$ cat config.mk
export PLATFORM = sky130hd
export DESIGN_NAME = sdpram_be
export DESIGN_NICKNAME = d
export VERILOG_FILES = /design/src/rtl/sdpram_be.sv
export SDC_FILE = /design/constraint.sdc
export NUM_CORES = 1
export LEC_CHECK = 0
export BUFFER_PORTS_ARGS = -buffer_cell sky130_fd_sc_hd__buf_2
export CORE_MARGIN = 2
export CORE_UTILIZATION = 38
export DETAILED_ROUTE_END_ITERATION = 8
export GPL_TIMING_DRIVEN = 0
export HOLD_SLACK_MARGIN = 0.12
export PLACE_DENSITY = 0.57
export SLEW_MARGIN = 20
export SYNTH_ARGS = -nofsm -noshare
export SYNTH_HDL_FRONTEND = slang
export SYNTH_SLANG_ARGS = --single-unit
export TNS_END_PERCENT = 10
$ cat constraint.sdc
create_clock -name clk -period 2.5 [get_ports clk]
set_clock_uncertainty 0.15 [all_clocks]
set_input_delay 0.125 -clock clk [delete_from_list [all_inputs] [get_ports clk]]
set_output_delay 0.125 -clock clk [all_outputs]
set_load 0.01 [all_outputs]
$ cat src/rtl/sdpram_be.sv
// rtl/sdpram_be.sv - simple dual-port RAM with byte enables, 1/2-cycle read latency and post-reset init
module sdpram_be #(
    parameter int               Depth       = 8,
    parameter int               Width       = 32,
    parameter int               ByteWidth   = 8,
    parameter int               NumBytes    = Width / ByteWidth,
    parameter int               PtrWidth    = $clog2(Depth),
    parameter int               ReadLatency = 1,
    parameter int               RdwMode     = 1,
    parameter int               InitOnReset = 1,
    parameter logic [Width-1:0] InitValue   = '0
) (
    input  logic                clk,
    input  logic                rst,
    input  logic                i_wr_en,
    input  logic [PtrWidth-1:0] i_wr_addr,
    input  logic [Width-1:0]    i_wr_data,
    input  logic [NumBytes-1:0] i_wr_be,
    input  logic                i_rd_en,
    input  logic [PtrWidth-1:0] i_rd_addr,
    output logic [Width-1:0]    o_rd_data,
    output logic                o_rd_valid,
    output logic                o_ready
);

    typedef enum logic {INIT, READY} state_t;

    localparam logic [PtrWidth:0]   DepthP   = (PtrWidth + 1)'(Depth);
    localparam logic [PtrWidth-1:0] LastAddr = PtrWidth'(Depth - 1);

    state_t              r_state;
    state_t              w_state_nxt;
    logic [PtrWidth-1:0] r_cnt;
    logic [PtrWidth-1:0] w_cnt_nxt;
    logic                w_ready;
    logic                w_wr_go;
    logic                w_rd_go;
    logic                w_wr_in_range;
    logic                w_rd_in_range;
    logic [Width-1:0]    w_rd_word;
    logic [Width-1:0]    r_ram [Depth];
    logic [Width-1:0]    r_d1;
    logic                r_v1;

    always_ff @(posedge clk or posedge rst) begin
        if (rst) begin
            r_state <= (InitOnReset != 0) ? INIT : READY;
            r_cnt   <= '0;
        end else begin
            r_state <= w_state_nxt;
            r_cnt   <= w_cnt_nxt;
        end
    end

    always_comb begin
        w_state_nxt = r_state;
        w_cnt_nxt   = r_cnt;
        if (r_state == INIT) begin
            w_cnt_nxt = r_cnt + PtrWidth'(1);
            if (r_cnt == LastAddr) begin
                w_state_nxt = READY;
                w_cnt_nxt   = '0;
            end
        end
    end

    assign w_ready       = (r_state == READY);
    assign o_ready       = w_ready;
    assign w_wr_in_range = ({1'b0, i_wr_addr} < DepthP);
    assign w_rd_in_range = ({1'b0, i_rd_addr} < DepthP);
    assign w_wr_go       = w_ready && i_wr_en && w_wr_in_range;
    assign w_rd_go       = w_ready && i_rd_en;

    // Array has no reset; the init sequencer owns the write port while not READY.
    always_ff @(posedge clk) begin
        if (!w_ready) begin
            r_ram[r_cnt] <= InitValue;
        end else if (w_wr_go) begin
            for (int k = 0; k < NumBytes; k++) begin
                if (i_wr_be[k]) begin
                    r_ram[i_wr_addr][k*ByteWidth +: ByteWidth] <= i_wr_data[k*ByteWidth +: ByteWidth];
                end
            end
        end
    end

    always_comb begin
        w_rd_word = w_rd_in_range ? r_ram[i_rd_addr] : '0;
        // Forward only the bytes being written this cycle (w_wr_go implies an in-range address).
        if ((RdwMode != 0) && w_wr_go && (i_wr_addr == i_rd_addr)) begin
            for (int k = 0; k < NumBytes; k++) begin
                if (i_wr_be[k]) begin
                    w_rd_word[k*ByteWidth +: ByteWidth] = i_wr_data[k*ByteWidth +: ByteWidth];
                end
            end
        end
    end

    always_ff @(posedge clk or posedge rst) begin
        if (rst) begin
            r_d1 <= '0;
            r_v1 <= 1'b0;
        end else begin
            r_v1 <= w_rd_go;
            if (w_rd_go) begin
                r_d1 <= w_rd_word;
            end
        end
    end

    generate
        if (ReadLatency == 2) begin : g_lat2
            logic [Width-1:0] r_d2;
            logic             r_v2;

            always_ff @(posedge clk or posedge rst) begin
                if (rst) begin
                    r_d2 <= '0;
                    r_v2 <= 1'b0;
                end else begin
                    r_d2 <= r_d1;
                    r_v2 <= r_v1;
                end
            end

            assign o_rd_data  = r_d2;
            assign o_rd_valid = r_v2;
        end else begin : g_lat1
            assign o_rd_data  = r_d1;
            assign o_rd_valid = r_v1;
        end
    endgenerate

endmodule
==> results.md, run 1 <==
- The top cell type's share of synthesized area is 0.633.
- The met3 layer usage reported by global route is 0.0284.
- The flow ran to the end, and the final reports show no timing, DRC or antenna violations.
- The number of placement rows is 65.
- The average footprint of a synthesized cell is 19.5 µm².
- The clock-pin transition on the worst setup and hold timing paths is 0.06 ns.
- The multi-input combinational cells in the finished layout cover a total of between 3000 and 4000 µm².
- Measured against its own limit, the worst slew margin works out to 0.318.
- IR analysis of the VDD net gives a maximum drop of 0.587 mV.
- STA classifies the critical path endpoint as a flip-flop.
- Setup violations remaining at the end of the flow were counted as 0.
- The total nets after synthesis is about 670.
- Registers take 8610 µm².
- At the pin with the least slew margin, the transition time is about 1.0 ns.
- The fraction of the cycle the final worst path needs is 0.987.
- The count of final hold-check violations is 0.
- The tool flagged a number of max-cap violations equal to 0.
- The met1 capacity usage during global routing is 0.241.
- The fraction of layout cells with a size suffix above 1 is 0.368.
- Across every metal layer, demand over resource in global routing totals 0.175.
- The wire-length estimate of the detail-placed layout is 19300 µm.
- The number of non-filler instances in the completed layout is ~1200.
- The max-slew violation total from the final report is 0.
- The via count of the first global-routing pass was between 6000 and 7000.
- The layer flagged by global routing as most heavily used is met2.
- The last weighted congestion value of the routability-driven placer is 0.775.
- The first-pass GRT wire length is between 40000 and 50000 µm.
- After synthesis the netlist holds a flip-flop and latch count of approximately 290.
- The number of warnings reported in the yosys synthesis log is 0.
- TritonCTS built the clock tree.
- The highest fanout seen on the critical path is 10.
- The first TritonRoute pass finished after 5 iterations.
- The number of antenna violations at the first check in global routing is 1.
- Data on the critical path is required at its endpoint by 2.51 ns.
- The kind of start point of the critical path is an input port.
- The detailed router finished its first iteration with roughly 600 violations.
- Clock tree synthesis found a total of 293 sinks.
- The worst hold path belongs to the class in2reg.
- The number of design rule violations left after detail routing is 0.
- The most common cell in the synthesized netlist is sky130_fd_sc_hd__edfxtp_1.
- The final instance area is 15200 µm².
- The number of enable-type register cells in the synthesized netlist is between 200 and 300.
- The post-route antenna net violation count is 0.
- The main flop type after synthesis is sky130_fd_sc_hd__edfxtp_1.
- Measured along the y axis, the die boundary spans ~180 µm.
- Setup repair after global routing could not meet its margin everywhere.
- The power per cell area is 706 nW/µm².
- The number of placed instances, taps included, is 1129.
- The total congestion overflow is 0.
- The number of clock buffers inserted by TritonCTS is 30.
- The post-place instance area is between 10000 and 15000 µm².
- The clock reaches the later pin of the worst-skew pair after 0.54 ns.
- The CTS H-tree depth is 1.
- The largest net degree at the start of global routing is 25.
- The filler cells instantiated in the layout total 2594.
- In the global route stage, met2 resource usage came out at 0.289.
- During I/O placement, the number of pins put on the boundary was 80.
- Subtracting the final worst setup slack from the clock period gives 2.47 ns.
- Synthesis instantiated 29 different standard cells from the library.
- The routed design has between 20000 and 30000 µm of wire.
- Based on the critical path, the design can be clocked at up to 0.405 GHz.
- The root cell of the clock tree is sky130_fd_sc_hd__clkbuf_16.
- The largest area contributor in the synthesized netlist is sky130_fd_sc_hd__edfxtp_1.
- The area of the die is approximately 33000 µm².
- For this run, asynchronously set or reset flops after synthesis account for 0.126.
- The maximum number of buffers from clock root to sink is 3.
- The post-detailed-route via-to-cell ratio is 5.31.
- After detailed routing, the average wire length per cell comes to approximately 23 µm.
- The cell count after synthesis came out at 624.
- The register area share after synthesis is 0.709.
- Input and output buffers added on the ports amount to 76.
- In the post-synthesis netlist, the biggest area contributors are sky130_fd_sc_hd__edfxtp_1 (63%), sky130_fd_sc_hd__dfrtp_1 (7.6%), sky130_fd_sc_hd__mux4_2 (7.6%).
- The overall via count from detail_route is 6581.
- The cell area that synthesis handed to floorplanning was 12100 µm².
- The setup slack of the most critical reg-to-reg path is 0.09 ns.
- The core outline area is 31500 µm².
- The floorplan die width is around 180 µm.
- The arrival time reported for the critical path endpoint is between 2 and 2.5 ns.
- The net count of the finished layout is between 800 and 900.
- Ranked by instance count, the synthesized netlist is headed by sky130_fd_sc_hd__edfxtp_1 (256), sky130_fd_sc_hd__mux4_2 (41), sky130_fd_sc_hd__dfrtp_1 (37).
- The leakage power figure is 5.68 nW.
- The initial core utilization is 0.386.
- The worst setup path is of the in2reg kind.
- The synthesis-to-layout area growth is 24.9%.
## area by class of cell
type                            instances  share of cell area
Tap cell                              402              0.0332
Sequential cell                       293               0.568
Multi-Input combinational cell        296               0.237
Clock buffer                           50              0.0598
Clock inverter                          6             0.00536
Timing Repair Buffer                  156              0.0765
Antenna cell                            1            0.000165
Inverter                                2            0.000495
Buffer                                 33              0.0197
## registers in the layout (all words and copies together), names as in the netlist
| name | count |
|---|---|
| r_cnt | 3 |
| o_rd_data | 32 |
| r_ram | 256 |
| o_rd_valid | 1 |
| o_ready | 1 |
## cells by family after synthesis
group | share of synthesized area
buf+inv | 0.0237
simple gates | 0.0539
compound gates | 0.0163
mux | 0.189
fa+ha+maj | 0.00206
flops | 0.709
xor+xnor | 0.00587
## path summary, 6_finish.rpt
check | from | endpoint | cells after the start
max in group asynchronous | rst | o_ready$_DFF_PP0_ | 5
min | i_wr_addr[0] | r_ram[1][2]$_DFFE_PP_ | 3
max reg2reg | o_ready$_DFF_PP0_ | r_ram[5][17]$_DFFE_PP_ | 7
min reg2reg | o_rd_data[29]$_DFFE_PP0P_ | o_rd_data[29]$_DFFE_PP0P_ | 2
min in group asynchronous | rst | o_rd_data[4]$_DFFE_PP0P_ | 4
max | i_wr_be[2] | r_ram[3][8]$_DFFE_PP_ | 7
## metal layers
layer	wire, µm	part of all wire	vias up
met3	1350	0.047	62
met2	13800	0.48	189
met1	12700	0.44	3432
met5	0	0	-
li1	-	-	2898
met4	879	0.031	0
## critical path, stage by stage
cell,delay [ns]
sky130_fd_sc_hd__dlygate4sd3_1,0.59
sky130_fd_sc_hd__buf_2,0.17
sky130_fd_sc_hd__nor4_1,0.26
sky130_fd_sc_hd__nor2_1,0.09
sky130_fd_sc_hd__buf_4,0.22
sky130_fd_sc_hd__mux2i_4,0.25
sky130_fd_sc_hd__nor3_2,0.78
## placed cells by master (no fill, tap or decap), types with 5 or more instances in the layout
master,synthesis,final
sky130_fd_sc_hd__and2_1,32,32
sky130_fd_sc_hd__buf_12,0,5
sky130_fd_sc_hd__buf_2,8,82
sky130_fd_sc_hd__buf_4,1,32
sky130_fd_sc_hd__buf_6,11,16
sky130_fd_sc_hd__clkbuf_1,5,17
sky130_fd_sc_hd__clkbuf_16,0,31
sky130_fd_sc_hd__clkbuf_8,3,10
sky130_fd_sc_hd__dfrtp_1,37,36
sky130_fd_sc_hd__dlygate4sd3_1,4,45
sky130_fd_sc_hd__edfxtp_1,256,256
sky130_fd_sc_hd__mux2_2,36,35
sky130_fd_sc_hd__mux2i_1,36,32
sky130_fd_sc_hd__mux4_1,23,23
sky130_fd_sc_hd__mux4_2,41,41
sky130_fd_sc_hd__nand2_1,36,36
sky130_fd_sc_hd__nor3_2,0,12
sky130_fd_sc_hd__nor3_4,0,20
sky130_fd_sc_hd__o21ai_1,32,32
## through the flow
| stage | setup slack [ns] | TNS (ns) | total power [mW] | util | hold slack, ns |
|---|---|---|---|---|---|
| finish | 0.0314 | 0 | 10.7 | 0.482 | 0.193 |
| detailed placement | -0.515 | -74.46 | 6.29 | 0.426 | -0.0372 |
| global placement | -0.952 | -179.51 | 6.24 | 0.414 | 0.264 |
| global route | -0.00676 | -0.0144 | 11.1 | 0.482 | 0.189 |
| CTS | -0.0985 | -4.31 | 10.8 | 0.477 | 0.177 |
| floorplan | 0.0219 | 0 | 5.98 | - | 0.155 |
## timing repair
item / CTS / global route
endpoints found under the hold margin: 326 / 0
gates resized for setup: 32 / 7
hold buffers: 41 / 0
pin swaps: 4 / 2
cloned: 0 / 0
buffers inserted: 1 / 11
endpoints found under the setup margin: 248 / 200
## report_power, final
part	total (mW)	leakage [nW]	switching (mW)	internal, mW
clock network	4.43	0.478	1.76	2.66
registers	5.44	3.08	0.0326	5.40
logic	0.850	2.12	0.484	0.366
total	10.7	5.68	2.28	8.43
No activity file was read; power rests on OpenSTA's default activity.
==> inputs of run 2 (changes only) <==
--- a/config.mk
+++ b/config.mk
@@ -6,12 +6,14 @@
 export NUM_CORES = 1
 export LEC_CHECK = 0
 export BUFFER_PORTS_ARGS = -buffer_cell sky130_fd_sc_hd__buf_2
+export CELL_PAD_IN_SITES_DETAIL_PLACEMENT = 1
+export CELL_PAD_IN_SITES_GLOBAL_PLACEMENT = 2
 export CORE_MARGIN = 2
 export CORE_UTILIZATION = 38
 export DETAILED_ROUTE_END_ITERATION = 8
 export GPL_TIMING_DRIVEN = 0
 export HOLD_SLACK_MARGIN = 0.12
-export PLACE_DENSITY = 0.57
+export PLACE_DENSITY_LB_ADDON = 0.1
 export SLEW_MARGIN = 20
 export SYNTH_ARGS = -nofsm -noshare
 export SYNTH_HDL_FRONTEND = slang
==> run 2 against run 1 <==
Clock-buffer cell count down 17. Total power grew 2.1%. Highest routed layer unchanged. Global-route usage grew 0.94 points. Via count decreased by 2.2%. Critical endpoint is now r_ram[1][16]$_DFFE_PP_. Design area is essentially flat. Worst hold slack is essentially flat. Largest cell class unchanged. Clock power up 5.2%. Sequential cell count unchanged. Cell count fell by 0.16%. Die area unchanged. First-iteration DRC count decreased by 0.67%.
==> results.md, run 2 (synthesis gave the netlist of run 1 again) <==
- The arrival time reported for the critical path endpoint is 2.53 ns (was 2.48 ns).
- The depth of the most critical reg-to-reg path is 6 (was 7).
- The leakage power figure is 5.72 nW (was 5.68 nW).
- The most prevalent standard cell on the critical path is sky130_fd_sc_hd__buf_4.
- The overall routed net length was 29900 µm (was 28800 µm).
- The largest net degree at the start of global routing is 25 (unchanged).
- The number of antenna violations at the first check in global routing was 1 (unchanged).
- The initial core utilization was 0.386 (unchanged).
- The first-pass GRT wire length is 45300 µm (was 43300 µm).
- The slowest cell on the critical path is sky130_fd_sc_hd__dlygate4sd3_1 (was sky130_fd_sc_hd__nor3_2).
- The number of nets in the final layout is 857 (was 860).
- The highest cell delay on the worst timing path is 0.56 ns (was 0.78 ns).
- The last weighted congestion value of the routability-driven placer is 0.713 (was 0.775).
- Status: completed (unchanged).
- The highest fanout seen on the critical path is 10 (unchanged).
- The most common cell after layout, fill and taps aside is sky130_fd_sc_hd__edfxtp_1 (unchanged).
- The number of DRC violations after detailed-routing iteration 0 is 591 (was 595).
- The worst max-slew margin expressed relative to the limit is 0.295 (was 0.318).
- The fraction of layout cells with a size suffix above 1 is 0.373 (was 0.368).
- The largest register by flop count is r_ram (unchanged).
- The synthesis-to-layout area growth is 25.0% (was 24.9%).
- The post-route minimum period is 2.42 ns (was 2.47 ns).
- Setup repair after global routing missed its margin: true (unchanged).
- The overall via count from detail_route is 6439 (was 6581).
- The root cell of the clock tree was sky130_fd_sc_hd__clkbuf_16 (unchanged).
- The post-placement cell count came to 1133 (was 1129).
- The required time of the critical path is 2.61 ns (was 2.51 ns).
- The number of non-filler instances in the completed layout was 1237 (was 1239).
- The worst setup slack before clock tree synthesis came to -0.621 ns (was -0.515 ns).
- The slew at the pin closest to its max-slew limit is 1.05 ns (was 1.02 ns).
- Commonest cells after routing, fill and taps aside: sky130_fd_sc_hd__edfxtp_1 (256), sky130_fd_sc_hd__buf_2 (82), sky130_fd_sc_hd__dlygate4sd3_1 (45), sky130_fd_sc_hd__mux4_2 (41) (unchanged).
- The cell depth of the worst min-delay path came to 3 (unchanged).
- The number of clock sinks seen by CTS is 293 (unchanged).
- The setup-violating endpoint count in the final report is 0 (unchanged).
- Cell Chain, Critical Path: dlygate4sd3_1 > buf_2 > nor4_1 > nor2_2 > buf_6 > mux2i_4 > buf_4 > nor3_4 > buf_4 (was dlygate4sd3_1 > buf_2 > nor4_1 > nor2_1 > buf_4 > mux2i_4 > nor3_2).
- The number of search-and-repair iterations in the first detailed-routing pass is 4 (was 5).
- The number of placement rows is 65 (unchanged).
- The power share of the clock group was 0.426 (was 0.413).
- The overall power came to 10.9 mW (was 10.7 mW).
- The number of top-level pins was 80 (unchanged).
- The fill cell instance count of the final layout is 2931 (was 2594).
- The category of the worst setup path capture point is a flip-flop (unchanged).
- The fraction of the cycle the final worst path needs is 0.968 (was 0.987).
- The startpoint-to-endpoint class of the critical path was in2reg (unchanged).
- The post-detailed-route via-to-cell ratio is 5.21 (was 5.31).
- The max-slew violation total from the final report was 0 (unchanged).
- The flip-flop count of the largest register, all copies and words added came to 256 (unchanged).
- The maximum clock frequency is 0.413 GHz (was 0.405 GHz).
- The count of final hold-check violations was 0 (unchanged).
- The switching part of the total power is 0.219 (was 0.213).
- The via count of the first global-routing pass was 7060 (was 6874).
- The peak ir drop on the vdd network is 0.466 mV (was 0.587 mV).
- The least setup slack across all paths after layout is 0.0795 ns (was 0.0314 ns).
- The mean routed wirelength per cell came to 24.2 µm (was 23.2 µm).
- The all-layer global routing usage is 0.185 (was 0.175).
- The post-route antenna net violation count is 0 (unchanged).
- The CTS tree is done (unchanged).
- The net switching power is 2.40 mW (was 2.28 mW).
- The combinational cell fraction of total power was 0.077 (was 0.079).
- The overall die height came to 183 µm (unchanged).
- The detailed placer's ending HPWL is 20700 µm (was 19300 µm).
- The area of the die is 33400 µm² (unchanged).
- The internal power contribution is 8.54 mW (was 8.43 mW).
- The fraction of power consumed by sequential logic is 0.497 (was 0.508).
- The maximum number of buffers from clock root to sink is 3 (unchanged).
- The floorplan die width is 183 µm (unchanged).
- The CTS H-tree depth came to 1 (unchanged).
- The clock-pin transition on the worst setup and hold timing paths is 0.06 ns (about the same).
- The total congestion overflow came to 0 (unchanged).
- The number of design rule violations left after detail routing is 0 (unchanged).
- The type of the tightest min-delay check is in2reg (unchanged).
- The power per cell area came to 720 nW/µm² (was 706 nW/µm²).
- The number of buffers inserted by port buffering was 76 (unchanged).
- The clock latency on the worst-skew pair is 0.56 ns (was 0.54 ns).
- The kind of start point of the critical path is an input port (unchanged).
- The post-route worst hold slack came to 0.194 ns (was 0.193 ns).
- The accumulated negative setup slack is 0 ns (unchanged).
- The number of clock buffers inserted by TritonCTS is 31 (was 30).
- The core outline area is 31500 µm² (unchanged).
- The count of maximum capacitance violations is 0 (unchanged).
[run 2: changes by cell type in the layout (fill, tap and decap cells not counted), moves of 2 or more]
cell	before	now
sky130_fd_sc_hd__nor3_4	20	25
sky130_fd_sc_hd__clkinv_4	0	2
sky130_fd_sc_hd__buf_12	5	0
sky130_fd_sc_hd__clkbuf_8	10	4
sky130_fd_sc_hd__inv_6	0	2
sky130_fd_sc_hd__clkinv_1	1	8
sky130_fd_sc_hd__bufinv_16	2	5
sky130_fd_sc_hd__clkinv_2	2	6
sky130_fd_sc_hd__nor3_2	12	7
sky130_fd_sc_hd__clkbuf_1	17	6
[run 2: layer usage]
layer	wire length (µm)	vias to the layer above	global-route usage
met5	0	-	0
met4	502	0	0.0406
met3	1280	38	0.0268
met2	14600	124	0.308
met1	13500	3385	0.260
li1	-	2892	-
[run 2: per-stage QoR]
| stage | util | area [µm²] |
|---|---|---|
| floorplan | - | 12100 |
| global placement | 0.414 | 13000 |
| detailed placement | 0.427 | 13400 |
| CTS | 0.481 | 15100 |
| global route | 0.482 | 15200 |
| finish | 0.482 | 15200 |
[run 2: power groups by stage]
| stage | Combinational [mW] | Clock [mW] | Sequential, mW |
|---|---|---|---|
| floorplan | 0.419 | 0 | 5.56 |
| global placement | 0.716 | 0 | 5.53 |
| detailed placement | 0.771 | 0 | 5.54 |
| CTS | 0.859 | 4.78 | 5.43 |
| global route | 0.927 | 4.95 | 5.44 |
| finish | 0.847 | 4.66 | 5.43 |
[run 2: cell type report]
type / instances / area, µm² / share of cell area
Clock buffer: 33 / 783 / 0.0516
Multi-Input combinational cell: 296 / 3630 / 0.239
Timing Repair Buffer: 152 / 1080 / 0.0714
Antenna cell: 1 / 2.50 / 0.000165
Clock inverter: 25 / 260 / 0.0171
Inverter: 2 / 7.51 / 0.000494
Buffer: 33 / 299 / 0.0197
Sequential cell: 293 / 8610 / 0.567
Tap cell: 402 / 503 / 0.0331
[run 2: timing repair]
item	CTS	global route
setup buffers	4	0
hold buffers	41	0
resized for setup	36	10
hold endpoints to repair	326	0
pin swaps	7	5
endpoints found under the setup margin	256	97
[run 2: critical path: cells and delay by family]
kind / cells / cell delay, ns
simple gates: 3 / 0.81
buf+inv: 5 / 1.38
mux: 1 / 0.20
[run 2: path summary, 6_finish.rpt]
kind                                          start                       end  slack [ns]
min in group asynchronous                       rst      o_rd_valid$_DFF_PP0_        0.67
setup reg to reg                  o_ready$_DFF_PP0_     r_ram[6][8]$_DFFE_PP_        0.09
setup / recovery                         i_wr_be[2]    r_ram[1][16]$_DFFE_PP_        0.08
hold reg to reg            o_rd_data[6]$_DFFE_PP0P_  o_rd_data[6]$_DFFE_PP0P_        0.33
hold / removal                         i_wr_addr[0]     r_ram[0][8]$_DFFE_PP_        0.19
max in group asynchronous                       rst         o_ready$_DFF_PP0_        0.96
==> inputs of run 3 (changes only) <==
--- a/config.mk
+++ b/config.mk
@@ -13,7 +13,7 @@
 export DETAILED_ROUTE_END_ITERATION = 8
 export GPL_TIMING_DRIVEN = 0
 export HOLD_SLACK_MARGIN = 0.12
-export PLACE_DENSITY_LB_ADDON = 0.1
+export PLACE_DENSITY = 0.66
 export SLEW_MARGIN = 20
 export SYNTH_ARGS = -nofsm -noshare
 export SYNTH_HDL_FRONTEND = slang
==> run 3 against run 2 <==
Utilization is 0.16 points higher. Sequential share of layout area down 0.19 points. Critical path depth is 2 lower. Design area up 0.34%. Via count up 0.78%. Largest power group unchanged. Highest routed layer unchanged.
==> results.md, run 3 (synthesis gave the netlist of run 1 again) <==
- Cell Chain, Critical Path: dlygate4sd3_1 > buf_2 > nor4_1 > nor2_2 > buf_6 > mux2i_4 > nor3_2 (was dlygate4sd3_1 > buf_2 > nor4_1 > nor2_2 > buf_6 > mux2i_4 > buf_4 > nor3_4 > buf_4).
- The root cell of the clock tree is sky130_fd_sc_hd__clkbuf_16 (unchanged).
- The number of nets in the final layout is 857 (unchanged).
- The required time of the critical path is 2.52 ns (was 2.61 ns).
- The maximum clock frequency was 0.407 GHz (was 0.413 GHz).
- The number of diodes is 0 (was 1).
- The category of the worst setup path capture point is a flip-flop (unchanged).
- The met1 capacity usage during global routing was 0.250 (was 0.260).
- The number of search-and-repair iterations in the first detailed-routing pass is 5 (was 4).
- The flip-flop count of the largest register, all copies and words added is 256 (unchanged).
- The worst flop-to-flop path endpoint is r_ram[2][7]$_DFFE_PP_ (was r_ram[6][8]$_DFFE_PP_).
- The largest register by flop count is r_ram (unchanged).
- The initial core utilization is 0.386 (unchanged).
- The total congestion overflow came to 0 (unchanged).
- The number of clock buffers inserted by TritonCTS is 30 (was 31).
- The slowest cell on the critical path was sky130_fd_sc_hd__nor3_2 (was sky130_fd_sc_hd__dlygate4sd3_1).
- The number of placement rows is 65 (unchanged).
- The CTS tree is done (unchanged).
- The overall routed net length is 29700 µm (was 29900 µm).
- The buffers plus inverters on the worst setup path was 3 (was 5).
- The worst max-slew margin expressed relative to the limit came to 0.297 (was 0.295).
- The fraction of layout cells with a size suffix above 1 is 0.376 (was 0.373).
- The kind of cell with the highest combined delay on the critical path is simple AND/OR/NAND/NOR gates (was buffers and inverters).
- The floorplan die width is 183 µm (unchanged).
- The destination of the worst hold path is r_ram[3][31]$_DFFE_PP_ (was r_ram[0][8]$_DFFE_PP_).
- The largest net degree at the start of global routing is 25 (unchanged).
- The number of buffers inserted by port buffering is 76 (unchanged).
- The leakage power figure is 5.73 nW (was 5.72 nW).
- The highest fanout seen on the critical path is 10 (unchanged).
- The most crowded layer after global routing was met2 (unchanged).
- The post-route antenna net violation count is 0 (unchanged).
- Commonest cells after routing, fill and taps aside: sky130_fd_sc_hd__edfxtp_1 (256), sky130_fd_sc_hd__buf_2 (82), sky130_fd_sc_hd__dlygate4sd3_1 (45), sky130_fd_sc_hd__mux4_2 (41) (unchanged).
- The all-layer global routing usage is 0.183 (was 0.185).
- The detailed placer's ending HPWL is 20400 µm (was 20700 µm).
- The number of design rule violations left after detail routing came to 0 (unchanged).
- The cell depth of the worst min-delay path was 4 (was 3).
- The number of DRC violations after detailed-routing iteration 0 is 383 (was 591).
- The post-detailed-route via-to-cell ratio is 5.25 (was 5.21).
- The overall die height was 183 µm (unchanged).
- The mean routed wirelength per cell is 24.1 µm (was 24.2 µm).
- The number of top-level pins is 80 (unchanged).
- The startpoint-to-endpoint class of the critical path is in2reg (unchanged).
- The area of the die is 33400 µm² (unchanged).
- The clock-pin transition on the worst setup and hold timing paths is 0.06 ns (about the same).
- The arrival time reported for the critical path endpoint is 2.48 ns (was 2.53 ns).
- The last weighted congestion value of the routability-driven placer was 0.720 (was 0.713).
- The hold path startpoint is i_wr_addr[0] (unchanged).
- The number of antenna violations at the first check in global routing came to 0 (was 1).
- The post-route worst hold slack is 0.199 ns (was 0.194 ns).
- The maximum number of buffers from clock root to sink came to 3 (unchanged).
- The most common cell after layout, fill and taps aside is sky130_fd_sc_hd__edfxtp_1 (unchanged).
- The final instance area is 15200 µm² (about the same).
- The max-slew violation total from the final report was 0 (unchanged).
- The kind of start point of the critical path was an input port (unchanged).
- The power per cell area is 725 nW/µm² (was 720 nW/µm²).
- The setup slack of the most critical reg-to-reg path was 0.06 ns (was 0.09 ns).
- The fraction of the cycle the final worst path needs is 0.982 (was 0.968).
- The highest cell delay on the worst timing path is 0.70 ns (was 0.56 ns).
- Setup repair after global routing missed its margin: true (unchanged).
- The core outline area came to 31500 µm² (unchanged).
- The overall power came to 11.0 mW (was 10.9 mW).
- The peak ir drop on the vdd network is 0.520 mV (was 0.466 mV).
- The post-place instance area came to 13400 µm² (about the same).
- The met2 track demand over resource in global routing is 0.311 (was 0.308).
- The synthesis-to-layout area growth is 25.5% (was 25.0%).
- The slew at the pin closest to its max-slew limit came to 1.05 ns (about the same).
- The via count of the first global-routing pass was 7029 (was 7060).
- The depth of the most critical reg-to-reg path is 4 (was 6).
- The post-route minimum period was 2.45 ns (was 2.42 ns).
- The setup-violating endpoint count in the final report is 0 (unchanged).
- The clock latency on the worst-skew pair is 0.56 ns (about the same).
- The count of final hold-check violations came to 0 (unchanged).
- The count of maximum capacitance violations was 0 (unchanged).
- The fill cell instance count of the final layout is 2922 (was 2931).
- The overall via count from detail_route was 6489 (was 6439).
- The met3 layer usage reported by global route is 0.0230 (was 0.0268).
- The number of clock sinks seen by CTS is 293 (unchanged).
- Status: completed (unchanged).
- The CTS H-tree depth is 1 (unchanged).
- The launch instance of the worst register-to-register path is o_ready$_DFF_PP0_ (unchanged).
- The first-pass GRT wire length came to 44700 µm (was 45300 µm).
- The type of the tightest min-delay check is in2reg (unchanged).
==> run 3: cell types whose count changed in the layout (fill, tap and decap cells not counted), sizes merged <==
cell	delta
inv	-2
clkbuf	+7
clkinv	-8
buf	+2
diode	-1
==> run 3: what timing repair did <==
item | in CTS | in global routing
pin swaps | 10 | 2
endpoints found under the setup margin | 255 | 96
resized for setup | 35 | 8
setup buffers | 9 | 2
hold buffers | 41 | 0
hold endpoints to repair | 326 | 0
==> run 3: final cells by class <==
cell class                 instances  area [µm²]  area share
sequential                       293        8610       0.565
clock buffer                      41         863      0.0567
tap                              402         503      0.0330
clock inverter                    15         210      0.0138
multi-input combinational        296        3620       0.237
timing repair buffer             153        1120      0.0737
inverter                           2        7.51    0.000493
buffer                            33         297      0.0195
==> run 3: worst max-delay path by stage <==
stage	startpoint	cells after the start	end
finish	i_wr_be[3]	7	r_ram[2][7]$_DFFE_PP_
detailed placement	o_ready$_DFF_PP0_	7	r_ram[1][18]$_DFFE_PP_
global placement	o_ready$_DFF_PP0_	6	r_ram[1][18]$_DFFE_PP_
floorplan	o_ready$_DFF_PP0_	5	r_ram[6][16]$_DFFE_PP_
CTS	o_ready$_DFF_PP0_	6	r_ram[6][12]$_DFFE_PP_
global route	i_wr_be[3]	7	r_ram[2][7]$_DFFE_PP_
==> run 3: per-stage QoR <==
step | setup TNS, ns | cells | setup slack [ns] | utilization
floorplan | 0 | 624 | 0.0219 | -
global placement | -194.71 | 1102 | -0.945 | 0.414
detailed placement | -96.81 | 1127 | -0.588 | 0.425
CTS | 0 | 1233 | 0.0198 | 0.482
global route | -0.480 | 1235 | -0.0360 | 0.484
finish | 0 | 1235 | 0.0458 | 0.484
==> run 3: where the power goes <==
part	switching (mW)	leakage, nW	internal, mW	total, mW
Sequential	0.0293	3.08	5.40	5.43
Combinational	0.491	2.13	0.359	0.849
Clock	1.84	0.522	2.93	4.76
==> run 3: worst min-delay path: cells and delay by family <==
family | cells | cell delay (ns)
buffers and inverters | 2 | 0.31
multiplexers | 1 | 0.22
AND/OR/NAND/NOR | 1 | 0.07
==> run 3: per-layer routing <==
metal | up-vias | wire [µm]
li1 | 2895 | -
met1 | 3393 | 13200
met2 | 151 | 14700
met3 | 50 | 1100
met4 | 0 | 681
met5 | - | 0
